**src/rtl/rs_pkg.sv**
```systemverilog
// Shared field widths, the dispatch payload layout and the RS class one-hot
// codes for the decode-to-reservation-station interface.
package rs_pkg;
    localparam int INST_W  = 10;
    localparam int ROB_W   = 6;
    localparam int OPR_W   = 33;
    localparam int OFF_W   = 32;
    localparam int DC2RS_W = 114;

    // Field order matches dc2rs with inst in the MSBs.
    typedef struct packed {
        logic [INST_W-1:0] inst;
        logic [ROB_W-1:0]  dest_rob;
        logic [OPR_W-1:0]  opr1;
        logic [OPR_W-1:0]  opr2;
        logic [OFF_W-1:0]  offset;
    } rs_entry_t;

    localparam logic [3:0] RS_ALU = 4'b1000;
    localparam logic [3:0] RS_BR  = 4'b0100;
    localparam logic [3:0] RS_LS  = 4'b0010;
    localparam logic [3:0] RS_FP  = 4'b0001;
endpackage

```
**src/rtl/rs_operand_capture.sv**
```systemverilog
// Compares one pending operand against the CDB and substitutes the broadcast
// value when the producing ROB tag matches.
module rs_operand_capture
    import rs_pkg::*;
(
    input  logic [OPR_W-1:0] opr,
    input  logic             cdb_valid,
    input  logic [ROB_W-1:0] cdb_tag,
    input  logic [31:0]      cdb_data,
    output logic [OPR_W-1:0] opr_next
);
    logic hit;

    // Bit 32 clear means the low bits carry a tag; the upper bits are don't-care.
    assign hit      = cdb_valid && !opr[OPR_W-1] && (opr[ROB_W-1:0] == cdb_tag);
    assign opr_next = hit ? {1'b1, cdb_data} : opr;
endmodule

```
**src/rtl/reservation_station.sv**
```systemverilog
// Reservation station: buffers dispatched instructions, wakes operands from
// the CDB and issues the lowest-index operand-complete entry.
module reservation_station
    import rs_pkg::*;
#(
    parameter int DEPTH = 4,
    parameter int IDX_W = $clog2(DEPTH)
) (
    input  logic                 clk,
    input  logic                 rst,
    input  logic                 dc_valid,
    input  logic [DC2RS_W-1:0]   dc2rs,
    output logic                 full,
    input  logic                 cdb_valid,
    input  logic [ROB_W-1:0]     cdb_tag,
    input  logic [31:0]          cdb_data,
    input  logic                 flush,
    output logic                 ex_valid,
    input  logic                 ex_ready,
    output logic [INST_W-1:0]    ex_inst,
    output logic [ROB_W-1:0]     ex_dest_rob,
    output logic [31:0]          ex_opr1,
    output logic [31:0]          ex_opr2,
    output logic [OFF_W-1:0]     ex_offset
);
    rs_entry_t        entries [DEPTH];
    logic [DEPTH-1:0] busy;
    logic [DEPTH-1:0] ready_vec;
    logic [OPR_W-1:0] wake_opr1 [DEPTH];
    logic [OPR_W-1:0] wake_opr2 [DEPTH];
    rs_entry_t        dc_entry;
    rs_entry_t        alloc_entry;
    logic [IDX_W-1:0] alloc_idx;
    logic [IDX_W-1:0] sel_idx;
    logic             do_alloc;
    logic             do_issue;

    function automatic logic [IDX_W-1:0] lowest_set(input logic [DEPTH-1:0] v);
        lowest_set = '0;
        for (int i = DEPTH - 1; i >= 0; i--) begin
            if (v[i]) lowest_set = IDX_W'(i);
        end
    endfunction

    assign dc_entry = dc2rs;

    for (genvar g = 0; g < DEPTH; g++) begin : g_entry
        rs_operand_capture u_cap1 (
            .opr(entries[g].opr1), .cdb_valid(cdb_valid), .cdb_tag(cdb_tag),
            .cdb_data(cdb_data), .opr_next(wake_opr1[g])
        );
        rs_operand_capture u_cap2 (
            .opr(entries[g].opr2), .cdb_valid(cdb_valid), .cdb_tag(cdb_tag),
            .cdb_data(cdb_data), .opr_next(wake_opr2[g])
        );
        assign ready_vec[g] = busy[g] && entries[g].opr1[OPR_W-1] && entries[g].opr2[OPR_W-1];
    end

    // Same-cycle bypass so a dispatch never misses a broadcast it raced with.
    rs_operand_capture u_dc_cap1 (
        .opr(dc_entry.opr1), .cdb_valid(cdb_valid), .cdb_tag(cdb_tag),
        .cdb_data(cdb_data), .opr_next(alloc_entry.opr1)
    );
    rs_operand_capture u_dc_cap2 (
        .opr(dc_entry.opr2), .cdb_valid(cdb_valid), .cdb_tag(cdb_tag),
        .cdb_data(cdb_data), .opr_next(alloc_entry.opr2)
    );
    assign alloc_entry.inst     = dc_entry.inst;
    assign alloc_entry.dest_rob = dc_entry.dest_rob;
    assign alloc_entry.offset   = dc_entry.offset;

    assign full      = &busy;
    assign alloc_idx = lowest_set(~busy);
    assign sel_idx   = lowest_set(ready_vec);
    assign ex_valid  = |ready_vec;
    assign do_alloc  = dc_valid && !full;
    assign do_issue  = ex_valid && ex_ready;

    always_comb begin
        ex_inst     = '0;
        ex_dest_rob = '0;
        ex_opr1     = '0;
        ex_opr2     = '0;
        ex_offset   = '0;
        if (ex_valid) begin
            ex_inst     = entries[sel_idx].inst;
            ex_dest_rob = entries[sel_idx].dest_rob;
            ex_opr1     = entries[sel_idx].opr1[31:0];
            ex_opr2     = entries[sel_idx].opr2[31:0];
            ex_offset   = entries[sel_idx].offset;
        end
    end

    // Issue clears a busy slot and allocation fills a free one, so the two never collide.
    always_ff @(posedge clk or posedge rst) begin
        if (rst) begin
            busy <= '0;
            for (int i = 0; i < DEPTH; i++) entries[i] <= '0;
        end else if (flush) begin
            busy <= '0;
        end else begin
            for (int i = 0; i < DEPTH; i++) begin
                if (busy[i]) begin
                    entries[i].opr1 <= wake_opr1[i];
                    entries[i].opr2 <= wake_opr2[i];
                end
            end
            if (do_issue) busy[sel_idx] <= 1'b0;
            if (do_alloc) begin
                busy[alloc_idx]    <= 1'b1;
                entries[alloc_idx] <= alloc_entry;
            end
        end
    end

    assert property (@(posedge clk) disable iff (rst) !(dc_valid && full))
        else $error("reservation_station: dc_valid asserted while full");
endmodule

```
**config.mk**
```make
export PLATFORM = sky130hd
export DESIGN_NAME = reservation_station
export DESIGN_NICKNAME = d
export VERILOG_FILES = /design/src/rtl/rs_pkg.sv /design/src/rtl/rs_operand_capture.sv /design/src/rtl/reservation_station.sv
export SDC_FILE = /design/constraint.sdc
export NUM_CORES = 2
export LEC_CHECK = 0
export CORE_ASPECT_RATIO = 1.4
export CORE_MARGIN = 10
export CORE_UTILIZATION = 53
export CTS_BUF_LIST = sky130_fd_sc_hd__clkbuf_8
export CTS_CLUSTER_SIZE = 16
export DETAILED_ROUTE_END_ITERATION = 10
export MAX_ROUTING_LAYER = met4
export PLACE_DENSITY = 0.75
export SLEW_MARGIN = 10
export SYNTH_ARGS = -nofsm -noshare
export SYNTH_HDL_FRONTEND = slang
export SYNTH_HIERARCHICAL = 1
export SYNTH_SLANG_ARGS = --single-unit
```
**constraint.sdc**
```tcl
create_clock -name clk -period 34.3 [get_ports clk]
set_input_delay 8.575 -clock clk [delete_from_list [all_inputs] [get_ports clk]]
set_output_delay 8.575 -clock clk [all_outputs]
set_load 0.1 [all_outputs]
```
; ---- Word level (Yosys, flattened, before mapping)
; Index checks and enable logic that the tools add are counted.
[op_classes]
addsub = 0
mul = 0
div_mod_pow = 0
order_cmp = 7
eq_ne = 10
shift = 0
n_mux = 46
bitwise_logic = 7
n_reduce_logical = 47
[op_table]
columns = cell, n
row1 = two-way mux 66 bit, 8
row2 = bitwise mux 456 bit, 1
row3 = two-way mux 440 bit, 1
row4 = two-way mux 114 bit, 3
row5 = two-way mux 33 bit, 10
row6 = binary-select mux 114 bit (select 2 bit), 1
row7 = demux 114 bit (select 2 bit), 1
row8 = two-way mux 32 bit, 3
row9 = equality test 6 bit, 10
row10 = logical AND 1 bit, 33
row11 = two-way mux 2 bit, 8
row12 = two-way mux 4 bit, 4
row13 = zero test 1 bit, 11
row14 = two-way mux 10 bit, 1
row15 = NOT 4 bit, 2
row16 = >= comparator 3 bit (second input constant), 2
row17 = less-than comparator 2 x 3 -> 1 bit (second input constant), 2
row18 = two-way mux 6 bit, 1
row19 = NOT 2 -> 3 bit, 2
row20 = AND 4 bit, 1
row21 = demux 1 bit (select 2 bit), 2
row22 = >= comparator 2 x 1 -> 1 bit (second input constant), 2
row23 = bitwise OR 4 bit, 1
row24 = AND reduction 4 bit, 1
row25 = other kinds (5), 6
[word_totals]
ff_bits = 460
latchBits = 0
ram_bits = 0
rom_bits = 0
inputBits = 158
out_inout_bits = 114
wordCells = 138
memories = 0

; ---- Depth between registers and ports, before layout
[depth]
word_depth = 17
ltp_mapped = 7
ltp_nobuf = 6

; ---- By module
; The synthesis kept the hierarchy.
[by_module_without_submodules]
columns = module, n_inst, cells_each, area_per_inst_um2, seq_area_each_um2
row1 = reservation_station, 1, 2075, 22685.5, 11511.0
row2 = rs_operand_capture, 10, 45, 586.8, 0.0

; ---- Worst setup path before layout
; No wires, ideal clock.
[synth_path]
kind = register -> output
startpoint = register busy[2]
endpoint = output ex_opr1[1]
arrival_time_ns = 3.371
required_time_ns = 25.725
slack_ns = 22.354
path_stages_with_launch = 7
path_buffers = 3
path_cell_list = dfrtp_1 -> buf_2 -> nand3_1 -> buf_2 -> clkbuf_1 -> a311oi_1 -> o21ai_0
[synth_via]
elab_chain_cells = 10
word_cells_on_any_way = 11
cone_classes = mux: 7 / bitwise: 1 / reduce/logical: 3
[synth_rtl]
columns = element, line_no
row1 = start: declaration, reservation_station.sv:27  ; logic [DEPTH-1:0] busy;
row2 = start signal: assignment, reservation_station.sv:97  ; busy <= '0;
row3 = start signal: assignment, reservation_station.sv:100  ; busy <= '0;
row4 = start signal: indexed assignment, reservation_station.sv:108  ; if (do_issue) busy[sel_idx] <= 1'b0;
row5 = logical AND 1 bit (*) (2 in series), reservation_station.sv:56  ; assign ready_vec[g] = busy[g] && entries[g].opr1[OPR_W-1] && entries[g].opr2[OPR_W-1];
row6 = two-way mux 2 bit (3 in series), reservation_station.sv:41  ; if (v[i]) lowest_set = IDX_W'(i);
row7 = NOT 2 -> 3 bit (not written as such), reservation_station.sv:88  ; ex_opr1 = entries[sel_idx].opr1[31:0];
row8 = binary-select mux 114 bit (select 2 bit), reservation_station.sv:88
row9 = two-way mux 114 bit (2 in series), n/a
row10 = two-way mux 32 bit (*), reservation_station.sv:85  ; if (ex_valid) begin
row11 = end: declaration, reservation_station.sv:22  ; output logic [31:0] ex_opr1,
; Mark *: on every way between the ends. The rest lies on a longest branch, timed or not. The select of a mux whose other input is x is not followed.

; ---- Worst setup path in the final report
[layout_path]
startpoint = register entries[406] (netlist name)
endpoint = output ex_opr2[31]
[layout_via]
elab_chain_cells = 7
word_cells_on_any_way = 8
cone_classes = mux: 5 / bitwise: 1 / reduce/logical: 2
[layout_rtl]
columns = element, line_no
row1 = start: declaration, reservation_station.sv:26  ; rs_entry_t entries [DEPTH];
row2 = start signal: indexed assignment, reservation_station.sv:111  ; entries[alloc_idx] <= alloc_entry;
row3 = logical AND 1 bit (*), reservation_station.sv:56
row4 = two-way mux 2 bit, reservation_station.sv:41
row5 = NOT 2 -> 3 bit (not written as such), reservation_station.sv:89  ; ex_opr2 = entries[sel_idx].opr2[31:0];
row6 = binary-select mux 114 bit (select 2 bit), reservation_station.sv:89
row7 = two-way mux 114 bit (2 in series), n/a
row8 = two-way mux 32 bit (*), reservation_station.sv:85
row9 = end: declaration, reservation_station.sv:23  ; output logic [31:0] ex_opr2,
; Marked as above.

==> qor.tcl <==
set qor(numnets_final) 2803
set qor(start_util_pct) 53.6
set qor(finalInstanceArea_um2) 32800
set qor(rsz0062_at_grt) {false}
set qor(grt_use_total_pct) 32.0
set qor(cts_hold_buf) 0
set qor(coreArea_um2) 53300
set qor(postCtsSetupBuffers) 0
set qor(final_min_period_over_clock_period_pct) 39.3
set qor(fmax_mhz) 74.2
set qor(report.final.hold_viol_count) 0
set qor(worst_path_max_delay_cell) {sky130_fd_sc_hd__clkdlybuf4s50_1}
set qor(path_max_fanout) 69
set qor(number_of_buffers_created_by_cts) 77
set qor(drtIter0Drc) 2028
set qor(min-delay-path-class) {reg2reg}
set qor(grt_antenna_before_repair) 5
set qor(ys_seq_area_share_pct) 40.3
set qor(avgViaCountPerCell) 6.98
set qor(drcViolationCount) 0
set qor(slowest_delay_ns) 1.29
set qor(die_area_um2) 63700
set qor(critical-path-top-delay-family) {buffers and inverters}
set qor(via_count_of_the_first_global_routing_pass) 25400
set qor(timing.final.crit_period_ns) 13.48
set qor(timing.critical_path.to_type) {output pin}
set qor(synth.net_count) 2683
set qor(pwr-share-clk_pct) 26.7
set qor(setup.worst_path.start_class) {flip-flop}
set qor(synth_cell_type_count) 42
set qor(cts_repair_resize_count) 0
set qor(worst_ir_drop_vdd_mv) 0.0466
set qor(max-cap-violations) 0
set qor(critPathMostFrequentCell) {sky130_fd_sc_hd__o21ai_0}
set qor(switching_power_w) 0.000643
set qor(regToRegStartpoint) {busy[0]}
set qor(num_vias) 23800
set qor(clock_latency_ns) 0.70
set qor(skew_ns) 0.0371
set qor(routed_wl_um) 102000
set qor(synthesis.instances) 2525
set qor(share_comb_of_total_power_pct) 31.0
set qor(fin_setup_tns_ns) 0
set qor(ys_warn_count) 6
set qor(worst-path-stages) 5
set qor(endpoint) {ex_opr2[31]}
set qor(clock-sinks) 460
set qor(placement_rows) 100
set qor(worst-path-buf-inv) 2
set qor(critical_path.reg2reg.endpoint) {entries[304]}
set qor(list_of_cells_traversed_by_the_critical_path) {nand3_4, buf_4, o21ai_0, o21ai_0, clkdlybuf4s50_1}
set qor(cts.root.buffer_cell) {sky130_fd_sc_hd__clkbuf_8}
set qor(timing.final.setup_violations) 0
set qor(grt_start_max_net_pins) 109
set qor(worst-endpoint-required_ns) 25.72
set qor(depth_of_the_cts_h_tree) 3
set qor(tritoncts_clock_tree) {yes}
set qor(power.internal_w) 0.00115
set qor(tightestPinTransition_ns) 1.23
set qor(outcome) {finished clean}
set qor(reg2reg_depth) 5
set qor(drtAntennaViolNets) 0
set qor(max_slew_margin_vs_limit_pct) 17.6
set qor(clkTransAtPathRegs_ns) 0.06
set qor(arrival_time_at_the_worst_endpoint_ns) 4.91
set qor(synth_area_um2) 28600
set qor(regToRegSetupSlack_ns) 30.38
set qor(syn-mean-instance-area_um2) 11.3
set qor(switching_share_pct) 35.9
set qor(aggregate_global_routing_overflow) 0
set qor(die_y_um) 295
set qor(static-leakage-power_nw) 14.1
set qor(first_pass_iters) 7
set qor(final_layout_size_suffix_gt1_share_pct) 27.6
set qor(yosys_register_bits) 460
set qor(io-pin-count) 272
set qor(areaGrowthSynthToFinish_pct) 14.7
set qor(place.detailed.hpwl_um) 58300
set qor(portBuffers) 271
set qor(power.sequential.fraction_pct) 42.3
set qor(route.detailed.wl_per_inst_um) 30.0
set qor(timing.critical_path.from) {entries[406]}
set qor(power_per_cell_area_nw_per_um2) 54.6
set qor(die_width_um) 216
set qor(placed_instance_area_um2) 31300
set qor(critical_path_class) {reg2out}
set qor(clock_path_buffers) 3
set qor(timing.final.max_slew_violations) 0
set qor(grt_first_pass_wirelength_um) 156000
set qor(finalWeightedCongestion) 0.850
[area by class of cell]
type                            instances  area, um^2
Fill cell                            4302       20500
Inverter                                4        22.5
Sequential cell                       460       11500
Multi-Input combinational cell       1798       15900
Tap cell                              714         893
Clock buffer                           90        1240
Antenna cell                            5        12.5
Timing Repair Buffer                  304        2960
Clock inverter                         36         195
[routing by layer]
metal,vias to the layer above,routed length (um),global-route usage (%)
met5,-,0,-
met4,0,4620,18.0
met2,1458,48700,50.0
met3,314,9190,6.47
met1,12100,39700,38.2
li1,9919,-,-
[power by group through the flow]
| stage | Sequential, W | Clock, W | Combinational [W] |
|---|---|---|---|
| 6_report | 0.000757 | 0.000478 | 0.000555 |
| 5_1_grt | 0.000772 | 0.000508 | 0.000581 |
| 4_1_cts | 0.000754 | 0.000486 | 0.000550 |
| 3_5_place_dp | 0.000763 | 0 | 0.000548 |
| 3_3_place_gp | 0.000752 | 0 | 0.000534 |
| 2_1_floorplan | 0.000723 | 0 | 0.000422 |
[how the worst min path moves through the flow]
stage	startpoint	end	slack [ns]	cells past startpoint
finish	entries[246]	entries[246]	0.50	1
global route	entries[237]	entries[237]	0.51	1
CTS	entries[246]	entries[246]	0.50	1
detailed placement	entries[246]	entries[246]	0.49	1
global placement	entries[256]	entries[256]	0.48	1
floorplan	entries[380]	entries[380]	0.47	2
[synthesized netlist by cell type (all sizes together)]
cell type	instances	area [um^2]
a21oi	2	13.8
a22oi	66	495
a2bb2oi	65	569
a311oi	112	981
a31oi	1	6.26
a41o	1	10.0
and2	1	6.26
and3	4	25.0
and4	112	981
buf	122	801
clkbuf	141	529
dfrtp	460	11500
inv	4	15.0
mux2	512	6850
nand2	181	679
nand2b	77	482
nand3	5	25.0
nand4	12	138
nand4b	1	15.0
nand4bb	1	11.3
nor2	1	3.75
nor2b	4	27.5
nor3	11	55.1
nor3b	10	75.1
o21a	68	510
o21ai	291	1460
o21bai	1	7.51
o221a	66	743
o22a	66	578
o22ai	66	413
o2bb2a	1	10.0
xnor2	20	175
xor2	40	350
[placed cells by master (no fill, tap or decap), drive strengths merged, types with 2 or more instances in the layout]
master and n:
nor2b 4, a21oi 2, a22oi 66, o22a 66, o221a 66, xnor2 20, and3 4, o21a 68
nor3b 10, nor3 11, a311oi 112, clkdlybuf4s50 270, inv 37, mux2 512, nand4 12, xor2 40
diode 5, o21ai 291, nand2 181, clkbuf 90, clkinv 3, dfrtp 460, nand2b 77, nand3 5
buf 34, o22ai 66, a2bb2oi 65, and4 112
[cells by family (layout without fill, tap and decap cells)]
group	after synthesis	in the layout	synth area share, %
xor gates and xnor gates	60	60	1.84
and+or+nand+nor	420	420	8.84
buffers and inverters	267	434	4.71
other	0	5	0
muxes	512	512	24.0
DFF	460	460	40.3
AOI/OAI and AO/OA	806	806	20.3
[sequential cells by signal, indices dropped and copies added, names as in the netlist]
name,count
busy,4
entries,456
[metrics by stage]
| stage | hold slack (ns) | utilization, % | power (W) | cells | setup WS (ns) |
|---|---|---|---|---|---|
| 2_1_floorplan | 0.471 | - | 0.00115 | 2525 | 12.90 |
| 3_3_place_gp | 0.481 | 58.8 | 0.00129 | 3280 | 21.75 |
| 3_5_place_dp | 0.487 | 58.8 | 0.00131 | 3280 | 21.70 |
| 4_1_cts | 0.500 | 61.4 | 0.00179 | 3406 | 20.87 |
| 5_1_grt | 0.513 | 61.5 | 0.00186 | 3411 | 20.79 |
| 6_report | 0.497 | 61.5 | 0.00179 | 3411 | 20.82 |
(Power assumes the default switching activity.)
